===== config.mk =====
export PLATFORM = sky130hd
export DESIGN_NAME = fetch_sequencer
export DESIGN_NICKNAME = d
export VERILOG_FILES = /design/src/rtl/fetch_pkg.sv /design/src/rtl/fetch_sequencer.sv
export SDC_FILE = /design/constraint.sdc
export NUM_CORES = 1
export LEC_CHECK = 0
export CAP_MARGIN = 20
export CORE_AREA = 2 2 118 165
export CTS_CLUSTER_DIAMETER = 40
export DETAILED_ROUTE_END_ITERATION = 6
export DIE_AREA = 0 0 120 167
export GPL_TIMING_DRIVEN = 0
export PLACE_DENSITY = 0.95
export SETUP_SLACK_MARGIN = 0.2
export SYNTH_ARGS = -nofsm -noshare
export SYNTH_HDL_FRONTEND = slang
export SYNTH_SLANG_ARGS = --single-unit

===== constraint.sdc =====
create_clock -name Clk -period 6.69 [get_ports Clk]
set_clock_uncertainty 0.05 [all_clocks]
set_input_delay 1.0035 -clock Clk [delete_from_list [all_inputs] [get_ports Clk]]
set_output_delay 1.0035 -clock Clk [all_outputs]
set_load 0.1 [all_outputs]

===== src/rtl/fetch_pkg.sv =====
`default_nettype none
// ============================================================================
//  Module      : fetch_pkg
//  Description : Shared types and constants for the instruction fetch
//                sequencer (FSM state encoding, instruction size, reset PC).
//  Revision    : 1.0 - initial release
// ============================================================================
package fetch_pkg;

    // Fetch FSM states, explicitly 3 bits wide
    typedef enum logic [2:0] {
        ST_IDLE  = 3'd0,
        ST_REQ   = 3'd1,
        ST_WAIT  = 3'd2,
        ST_VALID = 3'd3,
        ST_FAULT = 3'd4
    } fetch_state_e;

    // Size of one instruction in bytes; sequential PC step
    localparam int INST_BYTES = 4;

    // Default PC loaded on reset
    localparam logic [63:0] DEFAULT_RESET_PC = 64'd0;

endpackage : fetch_pkg
`default_nettype wire


===== src/rtl/fetch_sequencer.sv =====
`default_nettype none
// ============================================================================
//  Module      : fetch_sequencer
//  Description : Owns the program counter, issues one-cycle requests to the
//                instruction memory, buffers the returned word until decode
//                accepts it, handles branch redirects (squashing a response
//                that is already in flight) and latches a sticky fault on a
//                misaligned redirect target.
//  Revision    : 1.0 - initial release
// ============================================================================
module fetch_sequencer
    import fetch_pkg::*;
#(
    parameter int              XLEN     = 64,
    parameter logic [XLEN-1:0] RESET_PC = XLEN'(DEFAULT_RESET_PC)
) (
    input  logic            Clk,
    input  logic            reset_n,
    input  logic            stall,
    input  logic            redirect_valid,
    input  logic [XLEN-1:0] redirect_pc,
    output logic            imem_req,
    output logic [XLEN-1:0] imem_addr,
    input  logic            imem_rvalid,
    input  logic [31:0]     imem_rdata,
    output logic            inst_valid,
    output logic [31:0]     inst,
    output logic [XLEN-1:0] inst_pc,
    output logic            fault,
    output logic [31:0]     fetch_count
);

    fetch_state_e    state_q,       state_d;
    logic [XLEN-1:0] pc_q,          pc_d;
    logic            valid_q,       valid_d;
    logic [31:0]     inst_q,        inst_d;
    logic [XLEN-1:0] inst_pc_q,     inst_pc_d;
    logic            fault_q,       fault_d;
    logic [31:0]     fetch_count_q, fetch_count_d;
    logic            squash_q,      squash_d;

    logic            redir_misaligned;

    // A target that is not word aligned can never be fetched
    assign redir_misaligned = (redirect_pc[1:0] != 2'b00);

    // Next-state, PC, buffer and counter update
    always_comb begin
        state_d       = state_q;
        pc_d          = pc_q;
        valid_d       = valid_q;
        inst_d        = inst_q;
        inst_pc_d     = inst_pc_q;
        fault_d       = fault_q;
        fetch_count_d = fetch_count_q;
        squash_d      = squash_q;

        if ((state_q != ST_FAULT) && redirect_valid) begin
            // Redirect wins over every other event; the buffer is stale either way
            valid_d = 1'b0;
            if (redir_misaligned) begin
                state_d  = ST_FAULT;
                fault_d  = 1'b1;
                squash_d = 1'b0;
            end else begin
                pc_d = redirect_pc;
                case (state_q)
                    ST_REQ: begin
                        // The old request is already out; its response must be dropped
                        state_d  = ST_WAIT;
                        squash_d = 1'b1;
                    end
                    ST_WAIT: begin
                        if (imem_rvalid) begin
                            // The stale response is arriving right now; drop it here
                            state_d  = ST_REQ;
                            squash_d = 1'b0;
                        end else begin
                            squash_d = 1'b1;
                        end
                    end
                    default: begin
                        state_d = ST_REQ;
                    end
                endcase
            end
        end else begin
            case (state_q)
                ST_IDLE: begin
                    state_d = ST_REQ;
                end
                ST_REQ: begin
                    state_d = ST_WAIT;
                end
                ST_WAIT: begin
                    if (imem_rvalid) begin
                        if (squash_q) begin
                            squash_d = 1'b0;
                            state_d  = ST_REQ;
                        end else begin
                            inst_d    = imem_rdata;
                            inst_pc_d = pc_q;
                            valid_d   = 1'b1;
                            state_d   = ST_VALID;
                        end
                    end
                end
                ST_VALID: begin
                    if (!stall) begin
                        pc_d          = inst_pc_q + XLEN'(INST_BYTES);
                        fetch_count_d = fetch_count_q + 32'd1;
                        valid_d       = 1'b0;
                        state_d       = ST_REQ;
                    end
                end
                default: begin
                    // FAULT: everything frozen until reset
                end
            endcase
        end
    end

    // State and datapath registers with asynchronous reset
    always_ff @(posedge Clk or negedge reset_n) begin
        if (!reset_n) begin
            state_q       <= ST_IDLE;
            pc_q          <= RESET_PC;
            valid_q       <= 1'b0;
            inst_q        <= 32'd0;
            inst_pc_q     <= '0;
            fault_q       <= 1'b0;
            fetch_count_q <= 32'd0;
            squash_q      <= 1'b0;
        end else begin
            state_q       <= state_d;
            pc_q          <= pc_d;
            valid_q       <= valid_d;
            inst_q        <= inst_d;
            inst_pc_q     <= inst_pc_d;
            fault_q       <= fault_d;
            fetch_count_q <= fetch_count_d;
            squash_q      <= squash_d;
        end
    end

    assign imem_req    = (state_q == ST_REQ);
    assign imem_addr   = pc_q;
    assign inst_valid  = valid_q;
    assign inst        = inst_q;
    assign inst_pc     = inst_pc_q;
    assign fault       = fault_q;
    assign fetch_count = fetch_count_q;

endmodule : fetch_sequencer
`default_nettype wire


==> flow_metrics.py, run 1 <==
metrics = {
    "sta": {
        "whs_ns": 0.438,
        "maxSlewViolCount": 0,
        "finalHoldViolations": 0,
        "setup_viol": 0,
        "fin_crit_sh_pct": 55.7,
        "fin_ws_ns": 2.97,
        "tns_ns": 0,
        "max_freq_mhz": 269,
        "rsz0062_at_grt": "false",
        "maxSlewHeadroom_pct": 27.4,
        "tightest_slew_ns": 1.09,
        "period_needed_ns": 3.72,
    },
    "floorplanning": {
        "start_util_pct": 50.2,
        "io_pins": 296,
        "die_w_um": 120,
        "die_h_um": 167,
        "core_sq_um": 18500,
        "rows": 59,
        "die_area_sq_um": 20000,
    },
    "route": {
        "remaining_drc_errors": 0,
        "routed_wl_mm": 29.5,
        "vias": 8147,
        "postRouteAntennaNets": 0,
        "vias_per_cell": 5.69,
        "drtIter0Drc": 515,
        "drt-pass1-iter-count": 6,
        "wire_per_inst_um": 20.6,
    },
    "logic_synthesis": {
        "netlist_area_sq_um": 9310,
        "yosys_warnings": 0,
        "netlist_instances": 861,
        "synth_area_leaders": "dfrtp_1, mux2_2, xnor2_1, nor2_1, xor2_1",
        "yosysMostFrequentCell": "dfrtp_1",
        "synth_commonest_cells": "dfrtp_1, mux2_2, nor2_1",
        "synth-seq-cells": 198,
        "synth_top_area_cell": "dfrtp_1",
        "syn_area_per_cell_sq_um": 10.8,
        "seq_area_frac_synth_pct": 53.2,
        "synth_top_area_share_pct": 53.2,
        "async_reset_ff_share_pct": 100,
        "synthDistinctLibCells": 53,
        "synth_fp_nets": 964,
        "yosys_most_used_dff": "dfrtp_1",
        "synth_edf_count": 0,
    },
    "worst_setup_path": {
        "path_class": "flip-flop to output pin",
        "end_kind": "output pin",
        "critical_path_required_ns": 5.64,
        "worstReg2RegEnd": "imem_addr[55]",
        "critPathMaxStageDelay_ns": 1.23,
        "startpoint_type": "flip-flop",
        "cp.arrival_ns": 2.67,
        "worstPathCellList": "clkbuf_1 > nor3b_1 > clkdlybuf4s50_1",
        "rr_worst_depth": 8,
        "r2r_setup_slack_ns": 3.71,
        "worstPathMaxFanout": 10,
        "r2r-start": "state_q[2]",
        "cpMaxStageDelayCell": "clkdlybuf4s50_1",
    },
    "run": {
        "drv_cap": 0,
    },
    "place": {
        "pre_cts_slack_ns": 2.87,
        "portBuffers": 295,
        "place_congestion": 0.874,
        "place_hpwl_mm": 22.0,
    },
    "clock_network": {
        "cts_root_buf": "clkbuf_16",
        "path_clk_slew_ns": 0.07,
        "cts_tree": "yes",
        "htreeDepth": 4,
        "cts_inserted_buffers": 17,
        "clock_sinks": 198,
        "holdBufCountCts": 0,
        "cts_setup_buffers": 0,
        "cts_buffer_depth": 2,
        "clk_latency_ns": 0.44,
        "ctsResizeCount": 0,
    },
    "global_routing": {
        "grt.overflow.total": 0,
        "grt_pass1_wl_mm": 46.1,
        "top_usage_layer": "met2",
        "use_met1_pct": 34.2,
        "grt_usage_pct": 29.8,
        "grt_max_degree": 103,
        "grtUsageMet3_pct": 6.51,
        "grt_pass1_vias": 8323,
        "grtUsageMet2_pct": 52.6,
        "antenna_found_initial": 0,
    },
    "final_layout": {
        "nets": 1279,
        "drive_above_1_share_pct": 12.8,
        "num_antenna_cells": 0,
        "area_growth_pct": 42.4,
    },
    "worst_hold_path": {
        "min_to": "fetch_count[20]",
        "whs_path_depth": 1,
        "min_from": "fetch_count[20]",
        "hp-class": "flip-flop to flip-flop",
    },
    "status": {
        "outcome": "finished clean",
    },
}
-- state kept, by name, indices dropped and copies added, names as in the netlist --
| name | flops |
|---|---|
| squash_q | 1 |
| fetch_count | 32 |
| imem_addr | 64 |
| fault | 1 |
| inst_pc | 64 |
| inst_valid | 1 |
| inst | 32 |
| state_q | 3 |
-- metal layers --
| metal | vias to the layer above | part of all wire, % |
|---|---|---|
| li1 | 3687 | - |
| met1 | 3980 | 37 |
| met2 | 396 | 52 |
| met3 | 84 | 7.2 |
| met4 | 0 | 3.7 |
| met5 | - | 0 |
-- through the flow --
step	instances	area [sq um]	utilization, %
final	1433	13300	71.5
after global routing	1433	13300	71.5
after floorplan	861	9310	-
after global placement	1400	12600	67.8
after detailed placement	1401	12600	68.0
after CTS	1433	13300	71.5
-- logic make-up (layout without fill, tap and decap cells) --
family / count (synthesis) / count (layout) / synth area share [%]
buffers and inverters: 54 / 382 / 2.34
XOR/XNOR: 86 / 86 / 8.09
flip-flops: 198 / 198 / 53.2
AO/OA/AOI/OAI: 132 / 132 / 8.41
AND/OR/NAND/NOR: 290 / 290 / 15.7
multiplexers: 99 / 99 / 11.9
adder cells (fa/ha/maj): 2 / 2 / 0.269
-- worst max-delay path: cells and delay by family (launching register included) --
| kind | cells | cell delay [ns] |
|---|---|---|
| DFF | 1 | 0.32 |
| and+or+nand+nor | 1 | 0.40 |
| buffers and inverters | 2 | 1.51 |
-- final cells by class --
cell class                 instances  area, sq um
buffer                            43          176
sequential                       198         4950
fill                            1307         5280
clock buffer                      22          464
clock inverter                    10          190
timing repair buffer             296         2990
inverter                          11         41.3
tap                              244          305
multi-input combinational        609         4140
-- how the worst max path moves through the flow --
stage,start,to,cells past startpoint,slack [ns]
finish,state_q[0],imem_req,3,2.97
global route,state_q[0],imem_req,3,2.81
CTS,state_q[0],imem_req,3,2.96
detailed placement,redirect_valid,imem_addr[55],8,2.87
global placement,reset_n,imem_addr[35],1,-3.47
floorplan,state_q[0],imem_req,2,2.75
-- placed cells by master (no fill, tap or decap), types with 6 or more instances in the layout --
cell	instances
nand2_1	72
a21oi_1	44
nor3_1	19
o22ai_1	29
and4_1	8
mux2_2	96
nand4_1	26
buf_1	13
clkbuf_1	26
xor2_1	31
inv_1	11
dfrtp_1	198
nor2_1	83
clkdlybuf4s50_1	294
o21ai_0	30
and3_1	7
a221oi_1	9
nor4_1	6
clkbuf_16	17
buf_2	6
xnor2_1	55
nand3_1	38
Power of run 1 is not shown: default switching activity piles up to over one toggle a cycle in this logic, so the estimate is an artifact.
==> run 2, diff against run 1 <==
--- a/config.mk
+++ b/config.mk
@@ -6,12 +6,12 @@
 export NUM_CORES = 1
 export LEC_CHECK = 0
 export CAP_MARGIN = 20
-export CORE_AREA = 2 2 118 165
+export CORE_AREA = 2 2 122 172
 export CTS_CLUSTER_DIAMETER = 40
 export DETAILED_ROUTE_END_ITERATION = 6
-export DIE_AREA = 0 0 120 167
+export DIE_AREA = 0 0 124 174
 export GPL_TIMING_DRIVEN = 0
-export PLACE_DENSITY = 0.95
+export PLACE_DENSITY = 0.91
 export SETUP_SLACK_MARGIN = 0.2
 export SYNTH_ARGS = -nofsm -noshare
 export SYNTH_HDL_FRONTEND = slang
==> constraint.sdc (replaced) <==
create_clock -name Clk -period 3.45 [get_ports Clk]
set_clock_uncertainty 0.05 [all_clocks]
set_input_delay 0.5175 -clock Clk [delete_from_list [all_inputs] [get_ports Clk]]
set_output_delay 0.5175 -clock Clk [all_outputs]
set_load 0.1 [all_outputs]
==> flow_metrics.py, run 2 (synthesis results as in run 1) <==
metrics = {
    "status": {
        "outcome": "finished clean",
    },
    "final_layout": {
        "post-route-util_pct": 65.6,
        "layout_common_cells": "clkdlybuf4s50_1, dfrtp_1, mux2_2",
        "fillCellCount": 1565,
        "drive_above_1_share_pct": 13.0,
        "num_antenna_cells": 0,
        "area_growth_pct": 42.2,
        "multi_input_area_sq_um": 4140,
        "seq_area_sq_um": 4950,
        "final_common_cell": "clkdlybuf4s50_1",
        "nets": 1279,
    },
    "clock_network": {
        "cts_tree": "yes",
        "htreeDepth": 4,
        "clk_latency_ns": 0.43,
        "cts_root_buf": "clkbuf_16",
        "cts_inserted_buffers": 17,
        "path_clk_slew_ns": 0.07,
        "clock_sinks": 198,
        "cts_buffer_depth": 2,
    },
    "worst_setup_path": {
        "path_class": "flip-flop to flip-flop",
        "startpoint_type": "flip-flop",
        "critical_path_required_ns": 3.74,
        "cp.arrival_ns": 3.31,
        "worstPathMaxFanout": 10,
        "end_kind": "flip-flop",
    },
    "floorplanning": {
        "io_pins": 296,
        "die_w_um": 124,
        "die_h_um": 174,
        "start_util_pct": 46.2,
        "core_sq_um": 20200,
        "rows": 62,
        "die_area_sq_um": 21600,
    },
    "global_routing": {
        "grt_usage_pct": 28.1,
        "grt_pass1_vias": 8292,
        "grt_max_degree": 109,
        "grt_pass1_wl_mm": 46.1,
        "antenna_found_initial": 0,
        "grt.overflow.total": 0,
    },
    "route": {
        "routed_wl_mm": 30.0,
        "wire_per_inst_um": 20.7,
        "vias_per_cell": 5.63,
        "postRouteAntennaNets": 0,
        "vias": 8124,
        "drtIter0Drc": 461,
        "remaining_drc_errors": 0,
        "drt-pass1-iter-count": 5,
    },
    "place": {
        "place_congestion": 0.857,
        "place_hpwl_mm": 22.5,
        "pre_cts_slack_ns": 0.0735,
        "portBuffers": 295,
    },
    "sta": {
        "tns_ns": 0,
        "rsz0062_at_grt": "false",
        "setup_viol": 0,
        "maxSlewHeadroom_pct": 27.2,
        "maxSlewViolCount": 0,
        "max_freq_mhz": 332,
        "fin_ws_ns": 0.435,
        "fin_crit_sh_pct": 87.4,
        "period_needed_ns": 3.02,
        "finalHoldViolations": 0,
        "tightest_slew_ns": 1.09,
    },
    "run": {
        "drv_cap": 0,
    },
    "worst_hold_path": {
        "hp-class": "primary input to asynchronous set/reset pin",
    },
}
run 2: cell types whose count changed in the layout (fill, tap and decap cells not counted), sizes merged:
cell / before / now
bufinv: 5 / 3
clkinv: 2 / 3
dlymetal6s2s: 0 / 1
inv: 14 / 15
clkinvlp: 0 / 3
clkbuf: 45 / 41
clkdlybuf4s50: 294 / 293
run 2: per-layer routing:
layer  global-route usage (%)  wire [um]
met5                        0          0
met4                     12.0       1200
met3                     7.15       2330
met2                     48.2      15400
met1                     32.9      11000
run 2: path summary, 6_finish.rpt:
| path | endpoint | start | cells past startpoint | slack, ns |
|---|---|---|---|---|
| worst min register to register | fault | fault | 1 | 0.43 |
| max in group asynchronous | imem_addr[52] | reset_n | 2 | 2.29 |
| min in group Clk | fault | fault | 1 | 0.43 |
| worst min-delay path | fetch_count[31] | reset_n | 1 | 0.05 |
| worst max-delay path | imem_addr[57] | state_q[0] | 8 | 0.43 |
| worst max register to register | imem_addr[57] | state_q[0] | 8 | 0.43 |
run 2: metrics by stage:
stage,area [sq um],instances,hold slack [ns]
2_1_floorplan,9310,861,0.172
3_3_place_gp,12600,1412,0.401
3_5_place_dp,12600,1413,0.411
4_1_cts,13200,1444,0.0677
5_1_grt,13200,1444,0.0965
6_report,13200,1444,0.0515
run 2: what timing repair did:
action,4_1_cts,5_1_grt
endpoints found under the setup margin,0,1
gates resized for setup,0,1
setup buffers,0,0
hold buffers,0,0
run 2: worst max-delay path: stages (launching register included):
cell and delay [ns]:
dfrtp_1 0.33, clkbuf_1 0.30, nor2b_1 0.30, nand2_1 0.37, nand2_1 0.24, clkbuf_1 0.49, buf_1 0.59, nor2_1 0.09
o22ai_1 0.16
run 2: final cells by class:
type | count | share of cell area, %
Multi-Input combinational cell | 609 | 31.3
Buffer | 43 | 1.33
Timing Repair Buffer | 296 | 22.6
Inverter | 11 | 0.312
Tap cell | 256 | 2.42
Clock inverter | 13 | 1.30
Sequential cell | 198 | 37.4
Clock buffer | 18 | 3.32
Power of run 2 is left out for the same reason.
==> run 3, diff against run 2 <==
--- a/config.mk
+++ b/config.mk
@@ -11,6 +11,7 @@
 export DETAILED_ROUTE_END_ITERATION = 6
 export DIE_AREA = 0 0 124 174
 export GPL_TIMING_DRIVEN = 0
+export MAX_ROUTING_LAYER = met4
 export PLACE_DENSITY = 0.91
 export SETUP_SLACK_MARGIN = 0.2
 export SYNTH_ARGS = -nofsm -noshare
==> flow_metrics.py, run 3 (synthesis results as in run 1) <==
metrics = {
    "route": {
        "drt-pass1-iter-count": 5,
        "postRouteAntennaNets": 0,
        "vias": 8149,
        "routed_wl_mm": 29.9,
        "remaining_drc_errors": 0,
        "wire_per_inst_um": 20.7,
        "vias_per_cell": 5.64,
        "drtIter0Drc": 454,
    },
    "clock_network": {
        "htreeDepth": 4,
        "clock_sinks": 198,
        "path_clk_slew_ns": 0.08,
        "cts_tree": "yes",
        "cts_inserted_buffers": 17,
        "ctsResizeCount": 0,
        "cts_buffer_depth": 2,
        "cts_setup_buffers": 0,
        "holdBufCountCts": 0,
        "clk_latency_ns": 0.43,
        "cts_root_buf": "clkbuf_16",
    },
    "floorplanning": {
        "core_sq_um": 20200,
        "io_pins": 296,
        "start_util_pct": 46.2,
        "die_area_sq_um": 21600,
        "die_h_um": 174,
        "rows": 62,
        "die_w_um": 124,
    },
    "global_routing": {
        "grt_pass1_vias": 8301,
        "use_met1_pct": 33.5,
        "grt_max_degree": 109,
        "grt_pass1_wl_mm": 46.0,
        "top_usage_layer": "met2",
        "grtUsageMet2_pct": 48.6,
        "antenna_found_initial": 0,
        "grt.overflow.total": 0,
        "grtUsageMet3_pct": 5.91,
        "grt_usage_pct": 28.9,
    },
    "sta": {
        "period_needed_ns": 3.03,
        "tightest_slew_ns": 1.09,
        "maxSlewViolCount": 0,
        "fin_crit_sh_pct": 87.8,
        "tns_ns": 0,
        "finalHoldViolations": 0,
        "maxSlewHeadroom_pct": 27.2,
        "max_freq_mhz": 330,
        "setup_viol": 0,
        "rsz0062_at_grt": "false",
    },
    "run": {
        "drv_cap": 0,
    },
    "place": {
        "placed_cells": 1413,
        "place_hpwl_mm": 22.5,
        "place_congestion": 0.871,
        "portBuffers": 295,
    },
    "final_layout": {
        "fin_cells": 1444,
        "layout_common_cells": "clkdlybuf4s50_1, dfrtp_1, mux2_2",
        "seq_area_sq_um": 4950,
        "fillCellCount": 1565,
        "multi_input_area_sq_um": 4140,
        "nets": 1279,
        "drive_above_1_share_pct": 13.0,
        "post-route-util_pct": 65.6,
        "area_growth_pct": 42.2,
        "final_common_cell": "clkdlybuf4s50_1",
        "num_antenna_cells": 0,
    },
    "worst_setup_path": {
        "startpoint_type": "flip-flop",
        "r2r_setup_slack_ns": 0.42,
        "cp.arrival_ns": 3.33,
        "worstReg2RegEnd": "imem_addr[29]",
        "endpoint": "imem_addr[29]",
        "rr_worst_depth": 8,
        "critPathLaunch": "state_q[0]",
        "path_class": "flip-flop to flip-flop",
        "worstPathMaxFanout": 10,
        "critical_path_required_ns": 3.75,
        "r2r-start": "state_q[0]",
        "end_kind": "flip-flop",
    },
    "status": {
        "outcome": "finished clean",
    },
    "worst_hold_path": {
        "hp-class": "primary input to asynchronous set/reset pin",
    },
}
run 3: final cells by class:
class                   count  area share (%)
clock inverters            13            1.30
flip-flops and latches    198            37.4
repair buffers            296            22.6
well taps                 256            2.42
multi-input cells         609            31.3
plain buffers              43            1.33
clock buffers              18            3.32
inverters                  11           0.312
run 3: worst min-delay path by stage:
stage / startpoint / end / slack, ns
6_report: reset_n / fetch_count[31] / 0.05
2_1_floorplan: reset_n / fault / 0.17
3_3_place_gp: fault / fault / 0.40
5_1_grt: reset_n / fetch_count[31] / 0.1
4_1_cts: reset_n / fetch_count[31] / 0.07
3_5_place_dp: fault / fault / 0.41
run 3: worst max-delay path, stage by stage, from the launching register on:
cell and delay, ns:
dfrtp_1 0.33, clkbuf_1 0.31, nor2b_1 0.30, nand2_1 0.37, nand2_1 0.24, clkbuf_1 0.50, buf_1 0.59, nor2_1 0.09
o22ai_1 0.17
run 3: layer usage:
metal | wire, um | share of wire, %
met4 | 1170 | 3.9
met1 | 11200 | 38
met2 | 15400 | 52
met5 | 0 | 0
met3 | 2110 | 7.1
run 3: per-stage QoR:
step           cell area [sq um]  setup WS, ns  hold WS [ns]
4_1_cts                    13200         0.281        0.0677
2_1_floorplan               9310         0.456         0.172
6_report                   13200         0.422        0.0522
5_1_grt                    13200         0.244        0.0965
3_5_place_dp               12600        0.0735         0.411
3_3_place_gp               12600         -6.34         0.401
Power of run 3 is left out for the same reason.
